===== config.mk =====
export PLATFORM = sky130hd
export DESIGN_NAME = alu_decoder
export DESIGN_NICKNAME = d
export VERILOG_FILES = /design/src/rtl/alu_pkg.sv /design/src/rtl/alu_ctrl_reg.sv /design/src/rtl/alu_decoder.sv
export SDC_FILE = /design/constraint.sdc
export NUM_CORES = 1
export LEC_CHECK = 0
export CAP_MARGIN = 20
export CELL_PAD_IN_SITES_DETAIL_PLACEMENT = 2
export CELL_PAD_IN_SITES_GLOBAL_PLACEMENT = 2
export CORE_UTILIZATION = 13
export DETAILED_ROUTE_END_ITERATION = 7
export GPL_TIMING_DRIVEN = 0
export PLACE_DENSITY_LB_ADDON = 0.05
export SLEW_MARGIN = 20
export SYNTH_ARGS = -nofsm -noshare
export SYNTH_HDL_FRONTEND = slang
export SYNTH_HIERARCHICAL = 1
export SYNTH_SLANG_ARGS = --single-unit

===== constraint.sdc =====
create_clock -name clk -period 1.4 [get_ports clk]
set_input_delay 0.28 -clock clk [delete_from_list [all_inputs] [get_ports clk]]
set_output_delay 0.28 -clock clk [all_outputs]
set_load 0.02 [all_outputs]

===== src/rtl/alu_pkg.sv =====
// alu_pkg
// Shared encodings for the RISC-V ALU control path: the 2-bit ALUOp
// produced by the main decoder and the 3-bit ALU operation codes
// consumed by the execute-stage ALU.
package alu_pkg;

    // ALUOp values from the main decoder. Any ALUOp with bit 1 set is
    // treated as an ALU operation, so 2'b11 behaves like ALUOP_ALU.
    localparam logic [1:0] ALUOP_MEM = 2'b00;
    localparam logic [1:0] ALUOP_BR  = 2'b01;
    localparam logic [1:0] ALUOP_ALU = 2'b10;

    // ALU operation codes. 3'b100, 3'b110 and 3'b111 are never produced.
    typedef enum logic [2:0] {
        ALU_ADD = 3'b000,
        ALU_SUB = 3'b001,
        ALU_AND = 3'b010,
        ALU_OR  = 3'b011,
        ALU_SLT = 3'b101
    } alu_code_e;

    // funct3 values recognised under an ALU operation.
    localparam logic [2:0] F3_ADDSUB = 3'b000;
    localparam logic [2:0] F3_SLT    = 3'b010;
    localparam logic [2:0] F3_OR     = 3'b110;
    localparam logic [2:0] F3_AND    = 3'b111;

endpackage


===== src/rtl/alu_ctrl_reg.sv =====
// alu_ctrl_reg
// ID/EX pipeline register for the ALU control word {illegal, ALUControl}.
// Priority on each rising edge: reset, then flush, then enable, else hold.
// Ports:
//   i_clk    rising-edge clock
//   i_rst_n  synchronous active-low reset (clears the word)
//   i_flush  synchronous clear, wins over i_en
//   i_en     capture enable; 0 holds the current word (stall)
//   i_d      control word to capture
//   o_q      registered control word
module alu_ctrl_reg (
    input  logic       i_clk,
    input  logic       i_rst_n,
    input  logic       i_flush,
    input  logic       i_en,
    input  logic [3:0] i_d,
    output logic [3:0] o_q
);

    logic [3:0] r_q;

    // Stall/flush-aware capture of the decoded control word.
    always_ff @(posedge i_clk) begin
        if (!i_rst_n) begin
            r_q <= 4'b0000;
        end else if (i_flush) begin
            r_q <= 4'b0000;
        end else if (i_en) begin
            r_q <= i_d;
        end else begin
            r_q <= r_q;
        end
    end

    assign o_q = r_q;

endmodule


===== src/rtl/alu_decoder.sv =====
// alu_decoder
// RISC-V ALU control decoder. Maps ALUOp, funct3, op5 and funct7[5] to a
// 3-bit ALU operation code, both combinationally for same-stage use and
// through a stall/flush-aware register for the ID/EX boundary.
// Ports:
//   clk          rising-edge clock
//   rst_n        synchronous active-low reset of the registered stage
//   op5          instruction bit 5 (1 = R-type, 0 = I-type ALU)
//   funct3       instruction funct3
//   funct7_5     instruction bit 30
//   ALUOp        main decoder op class: 00 mem, 01 branch, 1x ALU
//   en           register enable; 0 holds (stall)
//   flush        synchronous clear of the registered stage
//   ALUControl   combinational ALU operation
//   illegal      combinational: unsupported funct3 under an ALU op
//   ALUControlE  registered ALUControl
//   illegalE     registered illegal
module alu_decoder
    import alu_pkg::*;
(
    input  logic       clk,
    input  logic       rst_n,
    input  logic       op5,
    input  logic [2:0] funct3,
    input  logic       funct7_5,
    input  logic [1:0] ALUOp,
    input  logic       en,
    input  logic       flush,
    output logic [2:0] ALUControl,
    output logic       illegal,
    output logic [2:0] ALUControlE,
    output logic       illegalE
);

    alu_code_e  w_ctrl;
    logic       w_illegal;
    logic [3:0] w_reg_q;

    // Decode. The instruction fields are only examined once ALUOp[1]
    // selects an ALU operation, so unknowns on them cannot leak into
    // the memory/branch results. op5 and funct7_5 matter only for
    // funct3=000, where an I-type with bit 30 set must still be ADD.
    always_comb begin
        w_ctrl    = ALU_ADD;
        w_illegal = 1'b0;
        if (ALUOp[1]) begin
            case (funct3)
                F3_ADDSUB: begin
                    if (op5 && funct7_5) begin
                        w_ctrl = ALU_SUB;
                    end else begin
                        w_ctrl = ALU_ADD;
                    end
                end
                F3_SLT:  w_ctrl = ALU_SLT;
                F3_OR:   w_ctrl = ALU_OR;
                F3_AND:  w_ctrl = ALU_AND;
                default: begin
                    // Shifts and xor/sltu are not supported by this ALU.
                    w_ctrl    = ALU_ADD;
                    w_illegal = 1'b1;
                end
            endcase
        end else if (ALUOp[0]) begin
            w_ctrl = ALU_SUB;
        end else begin
            w_ctrl = ALU_ADD;
        end
    end

    assign ALUControl = w_ctrl;
    assign illegal    = w_illegal;

    alu_ctrl_reg u_ctrl_reg (
        .i_clk   (clk),
        .i_rst_n (rst_n),
        .i_flush (flush),
        .i_en    (en),
        .i_d     ({w_illegal, w_ctrl}),
        .o_q     (w_reg_q)
    );

    assign illegalE    = w_reg_q[3];
    assign ALUControlE = w_reg_q[2:0];

endmodule


Word level (Yosys, flattened, before mapping)
Cells that the tools add are included.
{"block": "classes", "n_eq_ne": 3, "reduce_logical": 4, "bitwise": 1, "mux": 6}
{"operator": "$pmux 3 s4", "n": 1}
{"operator": "$eq 3x3->1 const B", "n": 2}
{"operator": "$mux 1", "n": 4}
{"operator": "$reduce_or 4->1", "n": 1}
{"operator": "$eq 3x2->1 const B", "n": 1}
{"operator": "$logic_not 3->1", "n": 1}
{"operator": "$mux 3", "n": 1}
{"operator": "$reduce_or 2->1", "n": 1}
{"operator": "$logic_and 1x1->1", "n": 1}
{"operator": "$not 1->1", "n": 1}
{"block": "word_totals", "ff_bits": 4, "wordCells": 15, "out_inout_bits": 8, "in_bits": 11}

Depth between registers and ports, before layout
{"block": "depth", "depth_word": 4, "mapped_depth": 4, "ltp_nobuf": 4}

By module
The synthesis kept the hierarchy.
{"module": "alu_ctrl_reg", "seq_area_each_um2": 80.1, "cells_each": 14, "n_inst": 1, "area_each_um2": 146.4}
{"module": "alu_decoder", "seq_area_each_um2": 0.0, "cells_each": 9, "n_inst": 1, "area_each_um2": 52.6}

Worst setup path before layout
No wires, ideal clock.
{"block": "synth_path", "kind": "input to register", "from": "input funct3[2]", "to": "register u_ctrl_reg.r_q[0], in the netlist u_ctrl_reg/o_q[0]", "t_arrival_ns": 1.322, "stages": 4, "t_required_ns": 1.333, "slack_ns": 0.011, "path_buffers": 0, "setup_ns": 0.067, "cell_sequence": "nand3b_1 -> a221oi_1 -> mux2i_1 -> nor2_1"}
{"block": "synth_via", "elab_chain_cells": 3, "elab_cells_between_ends": 6, "classes_between": "eq/ne (3); mux (2); reduce/logical (1)"}
{"element": "start, declared", "line_no": "alu_decoder.sv:24", "source": "input logic [2:0] funct3,"}
{"element": "$eq 3x3->1, or another cell as far along", "line_no": "alu_decoder.sv:47", "source": "case (funct3)"}
{"element": "$pmux 3 s4 (*)", "line_no": "alu_decoder.sv:47"}
{"element": "$mux 3 (*)", "line_no": "alu_decoder.sv:46", "source": "if (ALUOp[1]) begin"}
{"element": "named net ALUControl[0]", "line_no": "alu_decoder.sv:29", "source": "output logic [2:0] ALUControl,"}
{"element": "end signal, assigned", "line_no": "alu_ctrl_reg.sv:29", "source": "r_q <= i_d;"}
{"element": "end signal, assigned", "line_no": "alu_ctrl_reg.sv:31", "source": "r_q <= r_q;"}
{"element": "end, declared", "line_no": "alu_ctrl_reg.sv:20", "source": "logic [3:0] r_q;"}
Mark *: on every way through the listed nets, which the timed path passes. The rest lies on a longest branch.
A chain may end at the register's enable or synchronous reset.

Worst setup path in the final report
{"block": "layout_path", "from": "input funct3[0]", "to": "output ALUControl[0]"}
{"block": "layout_via", "elab_chain_cells": 3, "elab_cells_between_ends": 6, "classes_between": "eq/ne (3); mux (2); reduce/logical (1)"}
{"element": "$eq 3x3->1, or another cell as far along", "line_no": "alu_decoder.sv:47"}
{"element": "$pmux 3 s4 (*)", "line_no": "alu_decoder.sv:47"}
{"element": "$mux 3 (*)", "line_no": "alu_decoder.sv:46"}
{"element": "end, declared", "line_no": "alu_decoder.sv:29"}
Every way passes the cells marked *; elsewhere a longest branch is shown, timed or not.

==> out/metrics.cfg <==
[run_status]
status = completed

[logic_synthesis]
ys_types = 13
synth_top_family_by_area = simple AND/OR/NAND/NOR gates
synth_cells = 23
ys_warn_count = 6
synth-simple-area-share_pct = 27.67
synth_top_cell_area_share_pct = 40.25
synth_compound_area_share_pct = 9.434
syn_area_um2 = 198.9
ys_seq_area_share_pct = 40.25
synth.area.top_cells = dfxtp_1, mux2i_1, nor2_1
synthAdderAreaFrac_pct = 0
syn_avg_cell_area_um2 = 8.650
synth_fp_nets = 34
ys_seq_elements = 4
synth_xor_area_share_pct = 0
synth_mux_area_share_pct = 20.13
synth_top_cell_by_area = dfxtp_1

[final_layout]
final_common_cell = dlygate4sd2_1
diodes = 0
fin_nets = 58
syn2layout_area_growth_pct = 104.4
final_cell_mix = dlygate4sd2_1, nor2_1, buf_4, mux2i_1, dfxtp_1
drive_gt1_share_pct = 31.11
largest_reg_flops = 4

[die]
die_h_um = 41.12
start_util_pct = 14.56
die_w_um = 41.12
dieArea_mm2 = 0.001691
ios = 19
coreArea_mm2 = 0.001366
rows = 13

[critical_path]
r2r-end = u_ctrl_reg/o_q[2]$_SDFFE_PP0P_
r2r-start = u_ctrl_reg/o_q[2]$_SDFFE_PP0P_
crit_start = funct3[0]
critical_path.max_fanout = 3
r2r_cells = 2
endpoint = ALUControl[0]
cp.required_ns = 1.12
critPathCaptureType = output port
critPathKind = in2out
r2r_setup_slack_ns = 0.81
critPathLaunchType = primary input
cp.arrival_ns = 1.04

[global_routing]
grt_max_degree = 7
grt_pass1_wl_mm = 1.007
grt_pass1_vias = 245
grt_util_all_layers_pct = 9.677
antenna_found_initial = 0
met2_usage_pct = 16.80
grt_overflow = 0
use_met3_pct = 3.261
grt.met1_usage_pct = 9.325
grt-busiest-layer = met2

[timing]
slew_violations = 0
final-setup-viol-count = 0
rsz0062_at_grt = no
worst_pin_slew_ns = 0.2405
timing.setup.tns_ns = 0
fmax_mhz = 754.9
whs_ns = 0.4131
finalHoldViolCount = 0
period_share_pct = 94.62
fin_crit_ns = 1.325
slew_headroom_pct = 83.97
fin_worst_skew_ns = 0

[power]
powerDensity_mw_per_mm2 = 827.9
leakage_nw = 0.2037
vdd_ir_drop_max_mv = 0.2489

[clock_network]
clk_latency_ns = 0.23
cts_max_path_buffers = 2
cts_buffers = 3
cts-root-buf = clkbuf_4
clk_pin_slew_ns = 0.04
cts-htree-levels = 1
tritoncts = built
clock_sinks = 4

[routing]
vias = 259
wl_per_cell_um = 11.72
drc = 0
vias_per_cell = 4.317
firstDrtPassIters = 2
drt_iter0_drc = 4
drt_wl_total_um = 703
drtAntennaViolNets = 0

[run]
drv_cap = 0

[placement]
place.gp.congestion = 0.5202
dp_hpwl_um = 575.4
io_buffers = 17

[worst_hold_path]
worst_hold_path_type = in2reg

[report_power, final]
part	leakage (nW)	total, mW	internal [mW]	switching (mW)
registers	0.0324	0.118	0.117	0.000993
logic	0.158	0.0796	0.0418	0.0379
clock network	0.0138	0.139	0.0956	0.0435
total	0.204	0.337	0.254	0.0823
[critical path, cell delays in order]
cell           delay, ns
dlygate4sd2_1       0.27
a221oi_2            0.29
buf_4               0.19
[repair_timing]
item,CTS,global route
hold buffers,0,0
endpoints found under the hold margin,0,0
setup buffers,2,0
endpoints found under the setup margin,8,1
resized for setup,36,2
pin swaps,3,1
[Yosys cell counts]
master	count
nor2_1	5
dfxtp_1	4
mux2i_1	4
a21oi_1	1
a221oi_1	1
and3_2	1
clkbuf_2	1
nand2_1	1
nand2b_1	1
nand3b_1	1
nor2b_1	1
nor3_1	1
o21ai_0	1
[metal layers]
metal | wire length, um | vias up
met1 | 266 | 123
li1 | - | 125
met5 | 0 | -
met4 | 0 | 0
met3 | 65 | 0
met2 | 371 | 11
[through the flow]
stage	instances	utilization, %	instance area (um2)	worst slack [ns]	total power [mW]
floorplan	23	-	198.9	0.01065	0.1521
global placement	55	28.39	387.9	-0.8611	0.2015
detailed placement	55	28.39	387.9	-0.8827	0.2032
CTS	60	30.13	411.6	0.008036	0.3497
global route	60	29.76	406.6	0.02891	0.3602
finish	60	29.76	406.6	0.07538	0.3366
[worst min path at each step]
stage / from / end / slack, ns / cells past startpoint
2_1_floorplan: rst_n / u_ctrl_reg/o_q[0]$_SDFFE_PP0P_ / 0.48 / 2
3_3_place_gp: u_ctrl_reg/o_q[1]$_SDFFE_PP0P_ / u_ctrl_reg/o_q[1]$_SDFFE_PP0P_ / 0.48 / 2
3_5_place_dp: u_ctrl_reg/o_q[1]$_SDFFE_PP0P_ / u_ctrl_reg/o_q[1]$_SDFFE_PP0P_ / 0.50 / 2
4_1_cts: en / u_ctrl_reg/o_q[1]$_SDFFE_PP0P_ / 0.41 / 3
5_1_grt: en / u_ctrl_reg/o_q[1]$_SDFFE_PP0P_ / 0.44 / 3
6_report: en / u_ctrl_reg/o_q[1]$_SDFFE_PP0P_ / 0.41 / 3
[cell families (layout without fill, tap and decap cells)]
| family | count (synthesis) | in the layout |
|---|---|---|
| buf+inv | 1 | 23 |
| simple gates | 11 | 11 |
| flops | 4 | 4 |
| compound gates | 3 | 3 |
| mux | 4 | 4 |
[layout make-up]
type / instances / area [um2]
Buffer: 1 / 5.005
Clock buffer: 3 / 22.52
Fill cell: 171 / 959.7
Multi-Input combinational cell: 18 / 125.1
Sequential cell: 4 / 80.08
Tap cell: 15 / 18.77
Timing Repair Buffer: 19 / 155.1
(Power assumes the default switching activity.)
